$ cat config.mk
export PLATFORM = sky130hd
export DESIGN_NAME = pipe_chain
export DESIGN_NICKNAME = d
export VERILOG_FILES = /design/src/rtl/pipe_chain_pkg.sv /design/src/rtl/pipe_stage.sv /design/src/rtl/pipe_chain.sv
export SDC_FILE = /design/constraint.sdc
export NUM_CORES = 1
export LEC_CHECK = 0
export CAP_MARGIN = 25
export CELL_PAD_IN_SITES_DETAIL_PLACEMENT = 0
export CELL_PAD_IN_SITES_GLOBAL_PLACEMENT = 1
export CORE_MARGIN = 3
export CORE_UTILIZATION = 38
export CTS_CLUSTER_SIZE = 16
export DETAILED_ROUTE_END_ITERATION = 10
export DONT_BUFFER_PORTS = 1
export GPL_TIMING_DRIVEN = 0
export HOLD_SLACK_MARGIN = 0.03
export MAX_ROUTING_LAYER = met4
export PLACE_DENSITY = 0.69
export SYNTH_ARGS = -nofsm -noshare
export SYNTH_HDL_FRONTEND = slang
export SYNTH_HIERARCHICAL = 1
export SYNTH_SLANG_ARGS = --single-unit
$ cat constraint.sdc
create_clock -name clk -period 1.6 [get_ports clk]
set_clock_uncertainty 0.1 [all_clocks]
set_input_delay 0.16 -clock clk [delete_from_list [all_inputs] [get_ports clk]]
set_output_delay 0.16 -clock clk [all_outputs]
set_load 0.005 [all_outputs]
$ cat src/rtl/pipe_chain_pkg.sv
// Shared helpers for the dual-lane register chain.
// Occupancy width and packed stage slicing.
package pipe_chain_pkg;

  function automatic int occ_w(input int depth);
    return $clog2(depth + 1);
  endfunction

  function automatic int slice_lo(input int k, input int width);
    return k * width;
  endfunction

endpackage

$ cat src/rtl/pipe_stage.sv
// One data register plus valid bit.
// Flush behaves like reset but is sampled on the clock.
module pipe_stage #(
  parameter int WIDTH = 1,
  parameter logic [WIDTH-1:0] RESET_VAL = '0
) (
  input  logic             clk,
  input  logic             rst,
  input  logic             en,
  input  logic             flush,
  input  logic [WIDTH-1:0] d,
  input  logic             d_vld,
  output logic [WIDTH-1:0] q,
  output logic             q_vld
);

  always_ff @(posedge clk or posedge rst) begin
    if (rst) begin
      q     <= RESET_VAL;
      q_vld <= 1'b0;
    end else if (flush) begin
      q     <= RESET_VAL;
      q_vld <= 1'b0;
    end else if (en) begin
      q     <= d;
      q_vld <= d_vld;
    end
  end

endmodule

$ cat src/rtl/pipe_chain.sv
// Staged and collapsed register lanes fed from the same input,
// with per-stage valids, occupancy and a last-stage compare.
module pipe_chain
  import pipe_chain_pkg::*;
#(
  parameter int WIDTH = 1,
  parameter int DEPTH = 3,
  parameter logic [WIDTH-1:0] RESET_VAL = '0
) (
  input  logic                      clk,
  input  logic                      rst,
  input  logic                      en,
  input  logic                      flush,
  input  logic [WIDTH-1:0]          din,
  input  logic                      din_vld,
  output logic [DEPTH*WIDTH-1:0]    tap,
  output logic [DEPTH-1:0]          tap_vld,
  output logic [DEPTH*WIDTH-1:0]    tapb,
  output logic [DEPTH-1:0]          tapb_vld,
  output logic [WIDTH-1:0]          dout,
  output logic [occ_w(DEPTH)-1:0]   occ,
  output logic                      lanes_eq
);

  localparam int OW = occ_w(DEPTH);
  localparam int LAST = slice_lo(DEPTH - 1, WIDTH);

  logic [DEPTH-1:0] nxt_vld;
  logic [OW-1:0]    cnt;
  logic [WIDTH-1:0] last_s;
  logic [WIDTH-1:0] last_b;

  for (genvar k = 0; k < DEPTH; k++) begin : g_stage
    localparam int LO = slice_lo(k, WIDTH);
    logic [WIDTH-1:0] sd;
    logic             sv;

    if (k == 0) begin : g_head
      assign sd = din;
      assign sv = din_vld;
    end else begin : g_body
      assign sd = tap[LO-WIDTH +: WIDTH];
      assign sv = tap_vld[k-1];
    end

    pipe_stage #(
      .WIDTH     (WIDTH),
      .RESET_VAL (RESET_VAL)
    ) u_s (
      .clk   (clk),
      .rst   (rst),
      .en    (en),
      .flush (flush),
      .d     (sd),
      .d_vld (sv),
      .q     (tap[LO +: WIDTH]),
      .q_vld (tap_vld[k])
    );

    pipe_stage #(
      .WIDTH     (WIDTH),
      .RESET_VAL (RESET_VAL)
    ) u_b (
      .clk   (clk),
      .rst   (rst),
      .en    (en),
      .flush (flush),
      .d     (din),
      .d_vld (din_vld),
      .q     (tapb[LO +: WIDTH]),
      .q_vld (tapb_vld[k])
    );
  end

  // Predict the staged valids so occ lands on the same edge
  always_comb begin
    nxt_vld = tap_vld;
    if (flush) begin
      nxt_vld = '0;
    end else if (en) begin
      nxt_vld[0] = din_vld;
      for (int k = 1; k < DEPTH; k++) begin
        nxt_vld[k] = tap_vld[k-1];
      end
    end
  end

  always_comb begin
    cnt = '0;
    for (int k = 0; k < DEPTH; k++) begin
      cnt = cnt + OW'(nxt_vld[k]);
    end
  end

  always_ff @(posedge clk or posedge rst) begin
    if (rst) occ <= '0;
    else     occ <= cnt;
  end

  assign last_s = tap[LAST +: WIDTH];
  assign last_b = tapb[LAST +: WIDTH];
  assign dout   = last_s;

  assign lanes_eq =
    (tap_vld[DEPTH-1] && tapb_vld[DEPTH-1] && (last_s == last_b)) ||
    (!tap_vld[DEPTH-1] && !tapb_vld[DEPTH-1]);

endmodule

== Word-level counts from Yosys, hierarchy flattened ==
Index checks and enable logic that the tools add are counted.

* Bits in registers: 8
* Input bits: 6
* Output and inout bits: 16
* Word-level logic and storage cells: 31

* Add/sub/neg operators: 2
* Equality and inequality tests: 1
* Mux-type cells: 14
* Reductions and logical operators: 7

{| class="wikitable"
|+ Operator list
! cell !! count
|-
| $mux W1 || 12
|-
| $mux W3 || 2
|-
| $logic_and A1 B1 Y1 || 3
|-
| $add A1 B1 Y2 || 1
|-
| $add A2 B1 Y2 || 1
|-
| $logic_not A1 Y1 || 2
|-
| $reduce_bool A2 Y1 || 1
|-
| $eq A1 B1 Y1 || 1
|-
| $logic_or A1 B1 Y1 || 1
|}

== Longest topological paths before layout ==
* Depth in word-level cells: 4
* Depth in mapped cells: 3
* Mapped depth without buffers: 3

== Cells and area by module ==
Netlist, hierarchy kept.

{| class="wikitable"
|+ Modules (own cells, without submodules)
! module !! instances !! cells an instance !! area an instance (µm²) !! seq. area each (µm²)
|-
| pipe_stage || 6 || 7 || 81.3 || 50.0
|-
| pipe_chain || 1 || 20 || 183.9 || 50.0
|}

== Worst setup path after synthesis ==
OpenSTA, ideal clock, no wires.

* Path kind: reg-to-reg
* Start: reg g_stage[0].u_s.q_vld
* End: reg occ[0]
* Library setup time: 0.136 ns
* Data arrival time: 1.028 ns
* Data required time: 1.364 ns
* Slack: 0.337 ns
* Cell stages (with the launch flop): 4
* Path buffers: 0
* Clock period less this slack: 1.263 ns
* Path through: dfrtp_1 > mux2i_1 > nor2_1 > fa_1

* Cells in the longest elaborated chain, start to end: 4

{| class="wikitable"
|+ RTL lines
! what !! line !! RTL
|-
| start: declaration || pipe_stage.sv:14 || <nowiki>output logic q_vld</nowiki>
|-
| start signal: assignment || pipe_stage.sv:26 || <nowiki>q_vld <= d_vld;</nowiki>
|-
| $mux W3 || pipe_chain.sv:80 || <nowiki>end else if (en) begin</nowiki>
|-
| $mux W3 || pipe_chain.sv:78 || <nowiki>if (flush) begin</nowiki>
|-
| $add A1 B1 Y2 || pipe_chain.sv:91 || <nowiki>cnt = cnt + OW'(nxt_vld[k]);</nowiki>
|-
| $add A2 B1 Y2 || pipe_chain.sv:91 ||
|-
| named net cnt[0] || pipe_chain.sv:29 || <nowiki>logic [OW-1:0] cnt;</nowiki>
|-
| end signal: assignment || pipe_chain.sv:97 || <nowiki>else occ <= cnt;</nowiki>
|-
| end: declaration || pipe_chain.sv:21 || <nowiki>output logic [occ_w(DEPTH)-1:0] occ,</nowiki>
|}

The timed path passes the listed nets, and every way through them passes these cells.
A chain may end at the register's enable or synchronous reset.

== Worst setup path in the final report ==
* Start: in din_vld
* End: reg g_stage[0].u_s.q_vld

* Cells in the longest elaborated chain, start to end: 2

{| class="wikitable"
|+ RTL lines
! what !! line !! RTL
|-
| start: declaration || pipe_chain.sv:15 || <nowiki>input logic din_vld,</nowiki>
|-
| $mux W1 || pipe_stage.sv:24 || <nowiki>end else if (en) begin</nowiki>
|-
| $mux W1 || pipe_stage.sv:21 || <nowiki>end else if (flush) begin</nowiki>
|}

Every way passes these cells. The select of a mux whose other input is x is not followed.

==> results.sh <==
export IMPL_die_width_um=48.1
export IMPL_synth_area_leaders="dfrtp_1 (52%), mux2i_1 (22%), nor2_1 (8.4%), buf_4 (6.7%), inv_1 (3.9%)"
export IMPL_clock_sinks=14
export IMPL_synth_seq_cells=14
export IMPL_worstSkewPairLatency_ns=0.27
export IMPL_core_area_um2=1580
export IMPL_fill_cells=165
export IMPL_min_period_ns=1.49
export IMPL_initial_core_util_pct=42.6
export IMPL_diodes=0
export IMPL_htreeDepth=1
export IMPL_dieArea_um2=2310
export IMPL_root_buffer="clkbuf_4"
export IMPL_ys_seq_area_share_pct=52.1
export IMPL_syn_inst=62
export IMPL_place_ws_ns=0.258
export IMPL_power_density_nw_per_um2=899
export IMPL_post_cts_setup_buffer_count=0
export IMPL_final_cell_mix="mux2i_1 (15), nor2_1 (15), dfrtp_1 (14)"
export IMPL_worstMarginPinSlew_ns=0.586
export IMPL_required_ns=1.65
export IMPL_avgSynthCellArea_um2=10.8
export IMPL_first_pass_iters=1
export IMPL_crit_slowest_cell="dlygate4sd3_1"
export IMPL_slew_violations=0
export IMPL_cp_end_kind="flop"
export IMPL_power_leakage_nw=0.456
export IMPL_crit_chain="dlygate4sd3_1 -> mux2i_1 -> dlygate4sd3_1 -> nor2_1"
export IMPL_layoutNonFillerInstCount=89
export IMPL_setup_slack_ns=0.111
export IMPL_clock_path_buffers=2
export IMPL_drcViolationCount=0
export IMPL_synth_nets=69
export IMPL_setup_viol=0
export IMPL_drive_gt1_share_pct=13.7
export IMPL_grt_pass1_wl_um=2240
export IMPL_initialDrtViolationCount=0
export IMPL_ant_nets=0
export IMPL_io_pins=22
export IMPL_rows=14
export IMPL_gr_total_overflow=0
export IMPL_place_detailed_hpwl_um=860
export IMPL_via_per_inst=5.07
export IMPL_holdWs_ns=0.101
export IMPL_cts_buffers=3
export IMPL_worst_path_dominant_cell_family="buffers and inverters"
export IMPL_netlist_area_um2=672
export IMPL_fmax_mhz=672
export IMPL_critical_path_buf_inv_count=2
export IMPL_worstSetupStartpointType="input pin"
export IMPL_final_nets=81
export IMPL_timing_hold_violations_final=0
export IMPL_routabilityCongestion=0.709
export IMPL_hold_path_class="in2reg"
export IMPL_die_h_um=48.1
export IMPL_critical_path_max_stage_delay_ns=0.62
export IMPL_worstPathArrival_ns=1.54
export IMPL_yosysUniqueCellTypes=10
export IMPL_crit_top_cell="dlygate4sd3_1"
export IMPL_grt_max_degree=13
export IMPL_synth_top_area_share_pct=52.1
export IMPL_path_max_fanout=4
export IMPL_slew_headroom_pct=60.8
export IMPL_cap_viol_max_count=0
export IMPL_rsz0062_at_grt="no"
export IMPL_port_buffers=0
export IMPL_placed_cells=78
export IMPL_ir_drop_mv=0.469
export IMPL_outcome="finished clean"
export IMPL_syn2layout_area_growth_pct=19.2
export IMPL_drt_wl_total_um=1320
export IMPL_fin_tns_setup_ns=0
export IMPL_place_area_um2=692
export IMPL_path_clk_slew_ns=0.08
export IMPL_grt_pass1_vias=502
export IMPL_track_usage_pct=15.0
export IMPL_antenna_found_initial=0
export IMPL_seqCellArea_um2=350
export IMPL_yosys_warnings=6
export IMPL_multi_input_area_um2=250
export IMPL_vias=451
export IMPL_crit_type="in2reg"
export IMPL_cts_tree="done"
export IMPL_final_period_utilization_pct=93.0
export IMPL_synth_area_leader_cell="dfrtp_1"
export IMPL_post_drt_wl_per_cell_um=14.8
export IMPL_design_area_um2=801
[worst reg2reg max path: stages, from the launching register on]
cell and delay, ns:
dfrtp_1 0.43, mux2i_1 0.14, dlygate4sd3_1 0.56, nor2_1 0.04
[power by group]
group / leakage [nW] / switching (W) / internal (W) / total, W
Combinational: 0.246 / 0.0000392 / 0.0000432 / 0.0000824
Sequential: 0.188 / 0.0000151 / 0.000370 / 0.000385
Clock: 0.0210 / 0.000114 / 0.000138 / 0.000252
[sequential cells by signal, indices dropped and copies added, names as in the netlist]
register,cells
g_stage.u_b/q,3
g_stage.u_b/q_vld,3
g_stage.u_s/q,3
g_stage.u_s/q_vld,3
occ,2
[area by class of cell]
type	instances	share of cell area, %
Sequential cell	14	43.8
Multi-Input combinational cell	35	31.3
Buffer	6	5.62
Tap cell	16	2.50
Clock buffer	4	4.53
Timing Repair Buffer	7	9.06
Inverter	7	3.28
[worst paths after layout]
check	from	to	slack [ns]	depth (start not counted)
max	din_vld	g_stage[0].u_s/q_vld	0.11	4
min	flush	occ[0]	0.10	2
max reg2reg	g_stage[0].u_s/q_vld	g_stage[0].u_s/q_vld	0.21	3
min reg2reg	g_stage[0].u_b/q	g_stage[0].u_b/q	0.46	2
max in group asynchronous	rst	g_stage[2].u_b/q_vld	1.03	2
min in group asynchronous	rst	g_stage[0].u_b/q	0.24	2
[cells by family after synthesis]
family | count (synthesis) | share of synthesized area (%)
adders and majority gates | 1 | 2.98
DFF | 14 | 52.1
and+or+nand+nor | 17 | 9.87
buffers and inverters | 13 | 10.6
muxes | 15 | 22.3
xor gates and xnor gates | 1 | 1.30
AOI/OAI and AO/OA | 1 | 0.744
[per-stage QoR]
stage / total power (W) / util (%)
floorplan: 0.000437 / -
global placement: 0.000444 / 43.9
detailed placement: 0.000446 / 43.9
CTS: 0.000734 / 50.6
global route: 0.000764 / 50.8
finish: 0.000720 / 50.8
[metal layers]
layer / wire length (um) / GRT usage [%]
met3: 85 / 3.76
met4: 10 / 6.45
met1: 581 / 18.4
met5: 0 / -
met2: 640 / 23.2
[cell usage after synthesis]
cell type	count
mux2i_1	15
nor2_1	15
dfrtp_1	14
inv_1	7
buf_4	6
fa_1	1
nand2_1	1
o21ai_0	1
or2_1	1
xor2_1	1
[what timing repair did]
action | in CTS | in global routing
endpoints found under the setup margin | 0 | 1
gates resized for setup | 0 | 1
endpoints found under the hold margin | 26 | 0
hold buffers | 7 | 0
No activity file was read; power rests on OpenSTA's default activity.
==> RTL edit: new RTL, same settings <==
Remove the register `occ`: a continuous assignment takes its place, so the output `occ` follows one clock earlier.
--- a/src/rtl/pipe_chain.sv
+++ b/src/rtl/pipe_chain.sv
@@ -94,6 +94,3 @@
 
-  always_ff @(posedge clk or posedge rst) begin
-    if (rst) occ <= '0;
-    else     occ <= cnt;
-  end
+  assign occ = cnt;
 
Function: changed (Yosys sat finds a counterexample within 4 cycles, from zero or initial values and one cycle with rst high).
==> RTL edit against the original RTL <==
The flow now finishes with violations (hold timing, setup timing). Synthesized cell count is 4.8% lower. Area after synthesis is 8.0% lower. Critical path depth is 1 lower. Worst setup slack worse by 0.20 ns. Routed wire length is 17% lower. Sequential cell count is 2 lower. Total power is 20% lower. Worst hold slack worse by 0.14 ns. Cell area is 10% lower. Count of clock-buffer cells in the layout is 1 lower. First-iteration DRC count stayed put. Critical endpoint is now occ[0].
==> RTL edit: results (changes against the original RTL) <==
sequential element share of the synthesized area=0.486 (-0.0356); filler instances=149 (-9.7%); mux contribution to synthesized area=0.243 (+0.0195); Crit. Startpoint=g_stage[0].u_s/q_vld; Worst Slack Setup Final=-0.0891 ns (-0.200 ns); met3 wire len=105 um (+24%); Final nets=77 (-4.9%); first-pass GRT wire length=1780 um (-21%); clk slew on worst S/H paths=0.06 ns (-0.02 ns); slowest CP cell=fa_1; Synthesized Nets=66 (-4.3%); maximum VDD drop=0.551 mV (+17%); vias in the first global route=404 (-20%); Post-DP HPWL=790 um (-8.1%); M1 GR Usage=0.143 (-0.0415); Synth Area in Adders=0.0324 (+0.00259); max incr delay on CP=0.55 ns (-0.07 ns); Pwr per Cell Area=800 nW/um2 (-11%); Synth Area in Compound Gates=0.00810 (+0.000648); Arrival @ worst endpoint=1.43 ns (-0.11 ns); status=complete, but fails checks; reg-to-reg endpoint=g_stage[1].u_s/q; Worst Hold Slack=-0.0359 ns (-0.137 ns); top post-synthesis cells by area=dfrtp_1, mux2i_1, nor2_1; met1 WL=463 um (-20%); Final Hold Viols=4 (+4); vias per inst=4.96 (-2.0%); met3 Use GR=0.0742 (+0.0366); final setup vio count=1 (+1); Hold Path End=g_stage[0].u_s/q_vld; placed instance area=637 um2 (-8.0%); share of layout cells above drive strength 1=0.147 (+0.0101); failing checks=hold timing, setup timing; Mean Syn Cell Area=10.5 um2 (-3.3%); cell family with most CP delay=adder cells; placed insts=74 (-5.1%); R2R setup slack=0.24 ns (+0.03 ns); GR Util met2=0.190 (-0.0426); Place WS=0.169 ns (-0.0893 ns); Leakage=0.406 nW (-11%); commonest cells in the synthesized netlist=mux2i_1, nor2_1, dfrtp_1, buf_4, inv_1; max layer used=met3
==> RTL edit: changes by cell type after synthesis, sizes merged <==
cell / delta
dfrtp: -2
inv: -1
==> RTL edit: metrics by stage <==
step,hold slack [ns],setup TNS [ns],util
after global placement,-0.195,0,0.450
after detailed placement,-0.194,0,0.450
final,-0.0359,-0.0891,0.507
after floorplan,-0.199,0,-
after CTS,-0.0439,-0.113,0.507
after global routing,-0.0541,-0.222,0.507
==> RTL edit: kinds of logic after synthesis <==
| kind of cell | count (synthesis) |
|---|---|
| AND/OR/NAND/NOR | 17 |
| AO/OA/AOI/OAI | 1 |
| buffers and inverters | 12 |
| adder cells (fa/ha/maj) | 1 |
| multiplexers | 15 |
| flip-flops | 12 |
| XOR/XNOR | 1 |
==> RTL edit: layout make-up <==
type	instances	area share
sequential	12	0.419
multi-input combinational	35	0.349
timing repair buffer	6	0.0803
buffer	6	0.0628
clock buffer	3	0.0314
inverter	6	0.0314
tap	15	0.0262
